<file path="config.mk">
export PLATFORM = sky130hd
export DESIGN_NAME = tuple_sink
export DESIGN_NICKNAME = d
export VERILOG_FILES = /design/src/rtl/tuple_pkg.sv /design/src/rtl/tuple_fifo.sv /design/src/rtl/tuple_sink.sv
export SDC_FILE = /design/constraint.sdc
export NUM_CORES = 1
export LEC_CHECK = 0
export CORE_UTILIZATION = 38
export DETAILED_ROUTE_END_ITERATION = 10
export HOLD_SLACK_MARGIN = 0.06
export PLACE_DENSITY_LB_ADDON = 0.12
export SLEW_MARGIN = 25
export SYNTH_ARGS = -nofsm -noshare
export SYNTH_HDL_FRONTEND = slang
export SYNTH_SLANG_ARGS = --single-unit
</file>
<file path="constraint.sdc">
create_clock -name clk -period 6.52 [get_ports clk]
set_input_delay 0.652 -clock clk [delete_from_list [all_inputs] [get_ports clk]]
set_output_delay 0.652 -clock clk [all_outputs]
set_load 0.02 [all_outputs]
</file>
<file path="src/rtl/tuple_pkg.sv">
// tuple_pkg: shared widths, FSM state type and the zero-sum check for the tuple sink
`timescale 1ns/1ps
package tuple_pkg;
   localparam int TUPLE_W = 8;
   localparam int ENTRY_W = 3*TUPLE_W + 1;
   typedef enum logic [1:0] {IDLE, ACK, WAIT_LOW} state_t;
   // Two guard bits hold the full signed range, so 0x80+0x80+0x00 does not alias to zero
   function automatic logic zero_sum_bad(input logic [TUPLE_W-1:0] t1, input logic [TUPLE_W-1:0] t2,
                                         input logic [TUPLE_W-1:0] t3);
      logic [TUPLE_W+1:0] s;
      s = {{2{t1[TUPLE_W-1]}}, t1} + {{2{t2[TUPLE_W-1]}}, t2} + {{2{t3[TUPLE_W-1]}}, t3};
      return s != '0;
   endfunction
endpackage

</file>
<file path="src/rtl/tuple_fifo.sv">
// tuple_fifo: show-ahead FIFO with wrapping pointers and a separate occupancy count
`timescale 1ns/1ps
module tuple_fifo
   import tuple_pkg::*;
#(
   parameter int DEPTH = 16
) (
   input  logic               clk,
   input  logic               reset,
   input  logic               clr,
   input  logic               push,
   input  logic               pop,
   input  logic [ENTRY_W-1:0] wr_data,
   output logic [ENTRY_W-1:0] rd_data,
   output logic               empty,
   output logic               full
);
   localparam int AW = $clog2(DEPTH);
   logic [ENTRY_W-1:0] mem [DEPTH];
   logic [AW-1:0]      wp, rp;
   logic [AW:0]        cnt;
   logic               do_push, do_pop;
   assign empty   = cnt == '0;
   assign full    = cnt == (AW+1)'(DEPTH);
   assign do_push = push && !full;
   assign do_pop  = pop && !empty;
   assign rd_data = mem[rp];
   always_ff @(posedge clk or negedge reset)
      if (!reset) begin
         wp  <= '0;
         rp  <= '0;
         cnt <= '0;
      end else if (clr) begin
         wp  <= '0;
         rp  <= '0;
         cnt <= '0;
      end else begin
         if (do_push) wp <= wp + AW'(1);
         if (do_pop) rp <= rp + AW'(1);
         cnt <= cnt + (AW+1)'(do_push) - (AW+1)'(do_pop);
      end
   always_ff @(posedge clk)
      if (do_push && !clr) mem[wp] <= wr_data;
endmodule

</file>
<file path="src/rtl/tuple_sink.sv">
// tuple_sink: valid/ack triplet consumer with zero-sum check, result FIFO and saturating counters
`timescale 1ns/1ps
module tuple_sink
   import tuple_pkg::*;
#(
   parameter int DEPTH = 16,
   parameter int CNT_W = 8
) (
   input  logic               clk,
   input  logic               reset,
   input  logic               clr,
   input  logic               valid,
   input  logic [TUPLE_W-1:0] tuple1,
   input  logic [TUPLE_W-1:0] tuple2,
   input  logic [TUPLE_W-1:0] tuple3,
   output logic               ack,
   input  logic               rd_en,
   output logic [ENTRY_W-1:0] rd_data,
   output logic               empty,
   output logic               full,
   output logic [CNT_W-1:0]   tuple_cnt,
   output logic [CNT_W-1:0]   err_cnt
);
   state_t state;
   logic   bad, capture;
   assign bad     = zero_sum_bad(tuple1, tuple2, tuple3);
   assign capture = state == IDLE && valid && !full && !clr;
   tuple_fifo #(.DEPTH(DEPTH)) u_fifo (
      .clk     (clk),
      .reset   (reset),
      .clr     (clr),
      .push    (capture),
      .pop     (rd_en),
      .wr_data ({bad, tuple1, tuple2, tuple3}),
      .rd_data (rd_data),
      .empty   (empty),
      .full    (full)
   );
   // WAIT_LOW holds off until the producer drops valid, so a held valid is captured once
   always_ff @(posedge clk or negedge reset)
      if (!reset) begin
         state     <= IDLE;
         ack       <= 1'b0;
         tuple_cnt <= '0;
         err_cnt   <= '0;
      end else if (clr) begin
         state     <= IDLE;
         ack       <= 1'b0;
         tuple_cnt <= '0;
         err_cnt   <= '0;
      end else begin
         state <= state == IDLE ? (capture ? ACK : IDLE) :
                  state == ACK  ? WAIT_LOW :
                  valid         ? WAIT_LOW : IDLE;
         ack   <= capture;
         if (capture) tuple_cnt <= tuple_cnt + CNT_W'(tuple_cnt != '1);
         if (capture && bad) err_cnt <= err_cnt + CNT_W'(err_cnt != '1);
      end
endmodule

</file>
== Word level (Yosys, flattened, before mapping) ==
Memory sizes are Yosys's and may differ from the RTL's.
Cells that the tools add are included.

* $add $sub $neg: 8
* Equal/unequal tests: 4
* Mux-type cells: 17
* Reduce and logical (&&, ||, !) cells: 17

{| class="wikitable"
|+ Operators with widths
! operator !! count
|-
| $mux W8 || 4
|-
| $add A8 B1 Y8 || 2
|-
| $mux W4 || 4
|-
| $ne A8 B8 Y1 const B || 2
|-
| $add A9 B8 Y10 || 1
|-
| $reduce_bool A10 Y1 || 1
|-
| $add A8 B8 Y9 || 1
|-
| $add A4 B1 Y4 const B || 2
|-
| $mux W2 || 4
|-
| $reduce_bool A2 Y1 || 4
|-
| $logic_and A1 B1 Y1 || 7
|-
| $add A5 B1 Y5 || 1
|-
| $eq A5 B5 Y1 const B || 1
|-
| $logic_not A5 Y1 || 1
|-
| $mux W5 || 1
|-
| $sub A5 B1 Y5 || 1
|-
| $mux W1 || 4
|-
| $logic_not A1 Y1 || 3
|-
| $eq A2 B1 Y1 const B || 1
|-
| $logic_not A2 Y1 || 1
|}

* Register bits: 32
* RAM bits: 400
* Output and inout port bits: 44
* Logic and storage cells: 54
* Memories: 1

{| class="wikitable"
|+ Memories
! name !! depth !! width !! rd ports !! clocked after Yosys merged registers in !! wr ports !! line !! RTL
|-
| u_fifo.mem || 16 || 25 || 1 || 0 || 1 || tuple_fifo.sv:19 || <nowiki>logic [ENTRY_W-1:0] mem [DEPTH];</nowiki>
|}

== Longest topological paths before layout ==
* Word-level depth: 8
* Depth in mapped cells: 14

== By module ==
A second synthesis with hierarchy kept.

* Cell total of the unflattened synthesis: 869
* Area total of the unflattened synthesis: 17425.5 sq um

{| class="wikitable"
|+ By module, submodules not included
! module !! times used !! cells an instance !! area each (sq um)
|-
| tuple_fifo || 1 || 720 || 15875.2
|-
| tuple_sink || 1 || 149 || 1550.2
|}

== Least setup slack after synthesis ==
Ideal clock, no wire load.

* Kind: in2reg
* Start point: in tuple1[1]
* End point: reg err_cnt[4]
* Setup time: 0.128 ns
* Data arrival time: 3.468 ns
* Slack: 2.924 ns
* Stages on the path: 11
* Cells stage by stage: fa_1 > ha_1 > inv_1 > fa_1 > nor2b_1 > o31a_1 > mux2_4 > or4_4 > a2111oi_4 > nor3_1 > mux2_1

* Cells in the longest elaborated chain, start to end: 5

{| class="wikitable"
|+ RTL lines
! element !! line !! RTL
|-
| from (decl) || tuple_sink.sv:13 || <nowiki>input logic [TUPLE_W-1:0] tuple1,</nowiki>
|-
| $add A8 B8 Y9 || tuple_pkg.sv:11 || <nowiki>s = {{2{t1[TUPLE_W-1]}}, t1} + {{2{t2[TUPLE_W-1]}}, t2} + {{2{t3[TUPLE_W-1]}}, t3};</nowiki>
|-
| $add A9 B8 Y10 || tuple_pkg.sv:11 ||
|-
| $reduce_bool A10 Y1 || tuple_pkg.sv:12 || <nowiki>return s != '0;</nowiki>
|-
| $logic_and A1 B1 Y1 || tuple_sink.sv:57 || <nowiki>if (capture && bad) err_cnt <= err_cnt + CNT_W'(err_cnt != '1);</nowiki>
|-
| $reduce_bool A2 Y1 (no line) || -- ||
|-
| to (signal assigned) || tuple_sink.sv:57 ||
|-
| to (decl) || tuple_sink.sv:22 || <nowiki>output logic [CNT_W-1:0] err_cnt</nowiki>
|}

No other way between the ends.
A chain may end at the register's enable or synchronous reset.

== Worst setup path in the final report ==
* Start point: in tuple1[0]
* End point: reg err_cnt[4]

Same word-level chain as after synthesis.

==> Flow_metrics.wiki <==
{| class="wikitable"
! Metric !! Value
|-
| Outcome || finished, final reports clean
|-
| Crit path max fanout || 17
|-
| Post-CTS Setup Repair Bufs || 0
|-
| Number of flops mapped to enable cells by yosys || 400
|-
| Slowest-stage cell, CP || clkdlybuf4s50_1
|-
| Final cell count without fillers || 1548
|-
| Global placer's final weighted congestion || between 0.7 and 0.8
|-
| Main combinational cell family by area after synthesis || multiplexers
|-
| Cell Area, Placed || 19000 um2
|-
| Crit path time final || 4700 ps
|-
| Flops & latches, synth || 432
|-
| Final max-slew violation count || 0
|-
| CP Cell Sequence || clkdlybuf4s50_1, inv_1, fa_1, inv_1, ha_1, inv_1, fa_1, nor2b_1, o31a_1, mux2_4, or4_4, a2111oi_4, nor3_1, mux2_1
|-
| Chip width || 216 um
|-
| Synth top area cells || edfxtp_1 69%, mux4_2 16%, dfrtp_1 4.6%, ha_1 1.7%, fa_1 1.2%
|-
| Vias in the first global route || approximately 8700
|-
| Mean instance size in the synthesized netlist || 21.2 um2
|-
| Post-layout worst setup margin || 1820 ps
|-
| Aggregate global routing overflow || 0
|-
| DR vias || 8338
|-
| Fin. Hold Viols || 0
|-
| Diode count || 0
|-
| Count of unique library cells instantiated by Yosys || 45
|-
| Upper clock frequency limit || 0.213 GHz
|-
| Worst path top cell family by delay || buffers and inverters
|-
| Multiplexer fraction of the synthesized cell area || 0.165
|-
| Total length of routed wires || around 40 mm
|-
| CP Capture Type || register
|-
| Initial antenna violation count || 1
|-
| Cell Count Post-Placement || 1468
|-
| Vias/cell || between 5 and 6
|-
| Vert. Die Dim || 216 um
|-
| Remaining antenna violation count || 0
|-
| Seq/Total Area, Yosys || 0.737
|-
| CP required || 6960 ps
|-
| Most numerous cell types in the synthesized netlist || 400 x edfxtp_1, 125 x mux4_2, 36 x nor2_1
|-
| Power per standard cell area || around 350 nW/um2
|-
| Clock root cell || clkbuf_16
|-
| Largest buffer count on any clock path || 3
|-
| Fraction of final layout cells with drive strength greater than 1 || 0.245
|-
| Max cap viols || 0
|-
| Pin count of the biggest net entering global routing || 53
|-
| Power after layout || 7.05 mW
|-
| Estimated wirelength of the detail-placed design || 20.6 mm
|-
| Category of the most critical setup path || in2reg
|-
| Post-place setup slack || 1210 ps
|-
| Number of ports placed on the die boundary || 73
|-
| Top flip-flop cell by instance count after synthesis || edfxtp_1
|-
| Hold Path Class || in2async
|-
| Post-route design area || roughly 20000 um2
|-
| Gate count after technology mapping || 819
|-
| Post-synthesis adder-cell area fraction || 0.0281
|-
| H-tree depth || 2
|-
| Top-count cell post-synth || edfxtp_1
|-
| First-pass GRT wire length || about 59 mm
|-
| Clock transition at the register clock pins on the worst setup and hold paths after CTS || 60 ps
|-
| Area share of and/or/nand/nor cells after synthesis || 0.0352
|-
| Detailed router's first-iteration violation count || between 600 and 700
|-
| Worst-Skew Late Latency || 570 ps
|-
| Crit path top cell by count || inv_1
|-
| Share of the synthesized netlist area taken by xor and xnor gates || 0.00806
|-
| Async set-reset flop share out of synthesis || 0.0741
|-
| DRC violation count after routing || 0
|-
| Static Leakage || 6.46 nW
|-
| Total nets after synthesis || 881
|-
| Number of CTS-inserted buffers || 46
|-
| Utilization after layout || 0.456
|-
| TritonCTS clock tree || yes
|-
| Max transition margin || 0.287
|-
| Worst vdd ir || 181 uV
|-
| Proportion of netlist area held by the largest area contributor || 0.691
|-
| Cts-stage hold buffer count || 0
|-
| Synth-to-layout area growth || 17.2%
|-
| Crit share post-route || 0.721
|-
| # nets final || about 1000
|-
| Tightest Pin Transition || 1070 ps
|-
| Die ar. || between 40000 and 50000 um2
|-
| Number of warnings reported in the yosys synthesis log || 0
|-
| Floorplan Core Area || 44700 um2
|-
| Critical path arrival || 5140 ps
|-
| Tightest hold margin || 494 ps
|-
| Global-route usage over all layers || 0.177
|-
| Post-synthesis cell area || 17400 um2
|-
| Setup TNS || 0 ps
|-
| Sink Count || approximately 430
|-
| Number of endpoints failing setup at the final stage || 0
|-
| Post-CTS Resized || 0
|-
| Complex-gate fraction of the synthesized area || 0.0140
|-
| Mean routed wirelength per cell || 25.8 um
|-
| RSZ-0062 raised after global routing || no
|-
| Row count || just under 80
|-
| IO Port Bufs || 72
|-
| Slowest Stage Delay on Critical Path || 810 ps
|-
| Starting density of the core || 0.389
|-
| Number of buffer and inverter instances along the worst setup path || 4
|-
| Kind of start point of the critical path || input pin
|-
| Clock Skew || approximately 14 ps
|-
| Fillcell total || 3829
|-
| Cell taking the most area after synthesis || edfxtp_1
|-
| Detailed Routing Iterations Pass 1 || 5
|}
## layout by cell type, fill, tap and decap left out, types with 3 or more instances in the layout
cell	netlist	final
nor2_4	0	12
and2_1	3	3
mux4_2	125	125
clkbuf_1	22	10
clkinv_2	0	6
and3_2	0	3
clkdlybuf4s50_1	0	72
buf_4	1	22
nor2b_1	10	10
a21oi_1	16	16
and3_1	8	4
nor3_1	4	4
xnor2_1	5	5
dfrtp_1	32	28
nand3b_1	4	4
edfxtp_1	400	400
or4_1	4	4
clkbuf_16	0	47
nand2_1	23	23
or3_1	6	6
o21ai_0	7	7
nand4_1	8	8
fa_1	10	10
nor4_1	3	3
ha_1	23	23
inv_1	15	15
xor2_1	11	11
a21o_1	4	4
clkinv_1	0	11
nor2_1	36	24
## final timing paths
| check | from | end | slack [ps] | depth (start not counted) |
|---|---|---|---|---|
| setup / recovery | tuple1[0] | err_cnt[4] | 1820 | 14 |
| hold / removal | reset | tuple_cnt[0] | 490 | 2 |
| setup reg to reg | u_fifo.cnt[2] | u_fifo.cnt[4] | 3460 | 12 |
| hold reg to reg | state[0] | state[1] | 560 | 2 |
| max in group asynchronous | reset | u_fifo.rp[0] | 5680 | 2 |
| min in group clk | state[0] | state[1] | 560 | 2 |
## layer usage
metal,global-route usage,wire length (um)
met1,0.253,18400
met4,0.0466,579
met5,0,10
met3,0.0266,1640
met2,0.283,19300
## flip-flops by register name, indices dropped and copies added (netlist names)
register	cells
tuple_cnt	8
u_fifo.wp	4
err_cnt	8
u_fifo.mem	400
state	2
u_fifo.rp	4
u_fifo.cnt	5
ack	1
## logic make-up after synthesis
kind of cell,Yosys count
muxes,130
xor gates and xnor gates,16
DFF,432
AOI/OAI and AO/OA,37
buffers and inverters,53
adders and majority gates,33
and+or+nand+nor,118
## final cells by class
| class | count | area, um2 | share of cell area |
|---|---|---|---|
| flip-flops and latches | 432 | 12800 | 0.629 |
| multi-input cells | 334 | 4460 | 0.219 |
| clock buffers | 58 | 1230 | 0.0603 |
| repair buffers | 95 | 906 | 0.0445 |
| well taps | 592 | 741 | 0.0364 |
| clock inverters | 22 | 156 | 0.00768 |
| inverters | 15 | 56.3 | 0.00276 |
## worst register-to-register path, stage by stage, from the launching register on
cell and delay [ps]:
dfrtp_1 400, inv_1 90, ha_1 160, nor4b_1 390
nor2b_1 240, ha_1 330, inv_1 40, ha_1 200
fa_1 430, a21oi_1 150, nor2_1 60, or3_1 340
a21oi_1 150
## report_power, final
| group | internal [mW] | switching [mW] | leakage [nW] |
|---|---|---|---|
| clock | 1.40 | 1.04 | 0.676 |
| sequential | 3.09 | 0.114 | 4.06 |
| combinational | 0.757 | 0.650 | 1.72 |
| total | 5.25 | 1.80 | 6.46 |
Power figures use the tool's default switching activity.
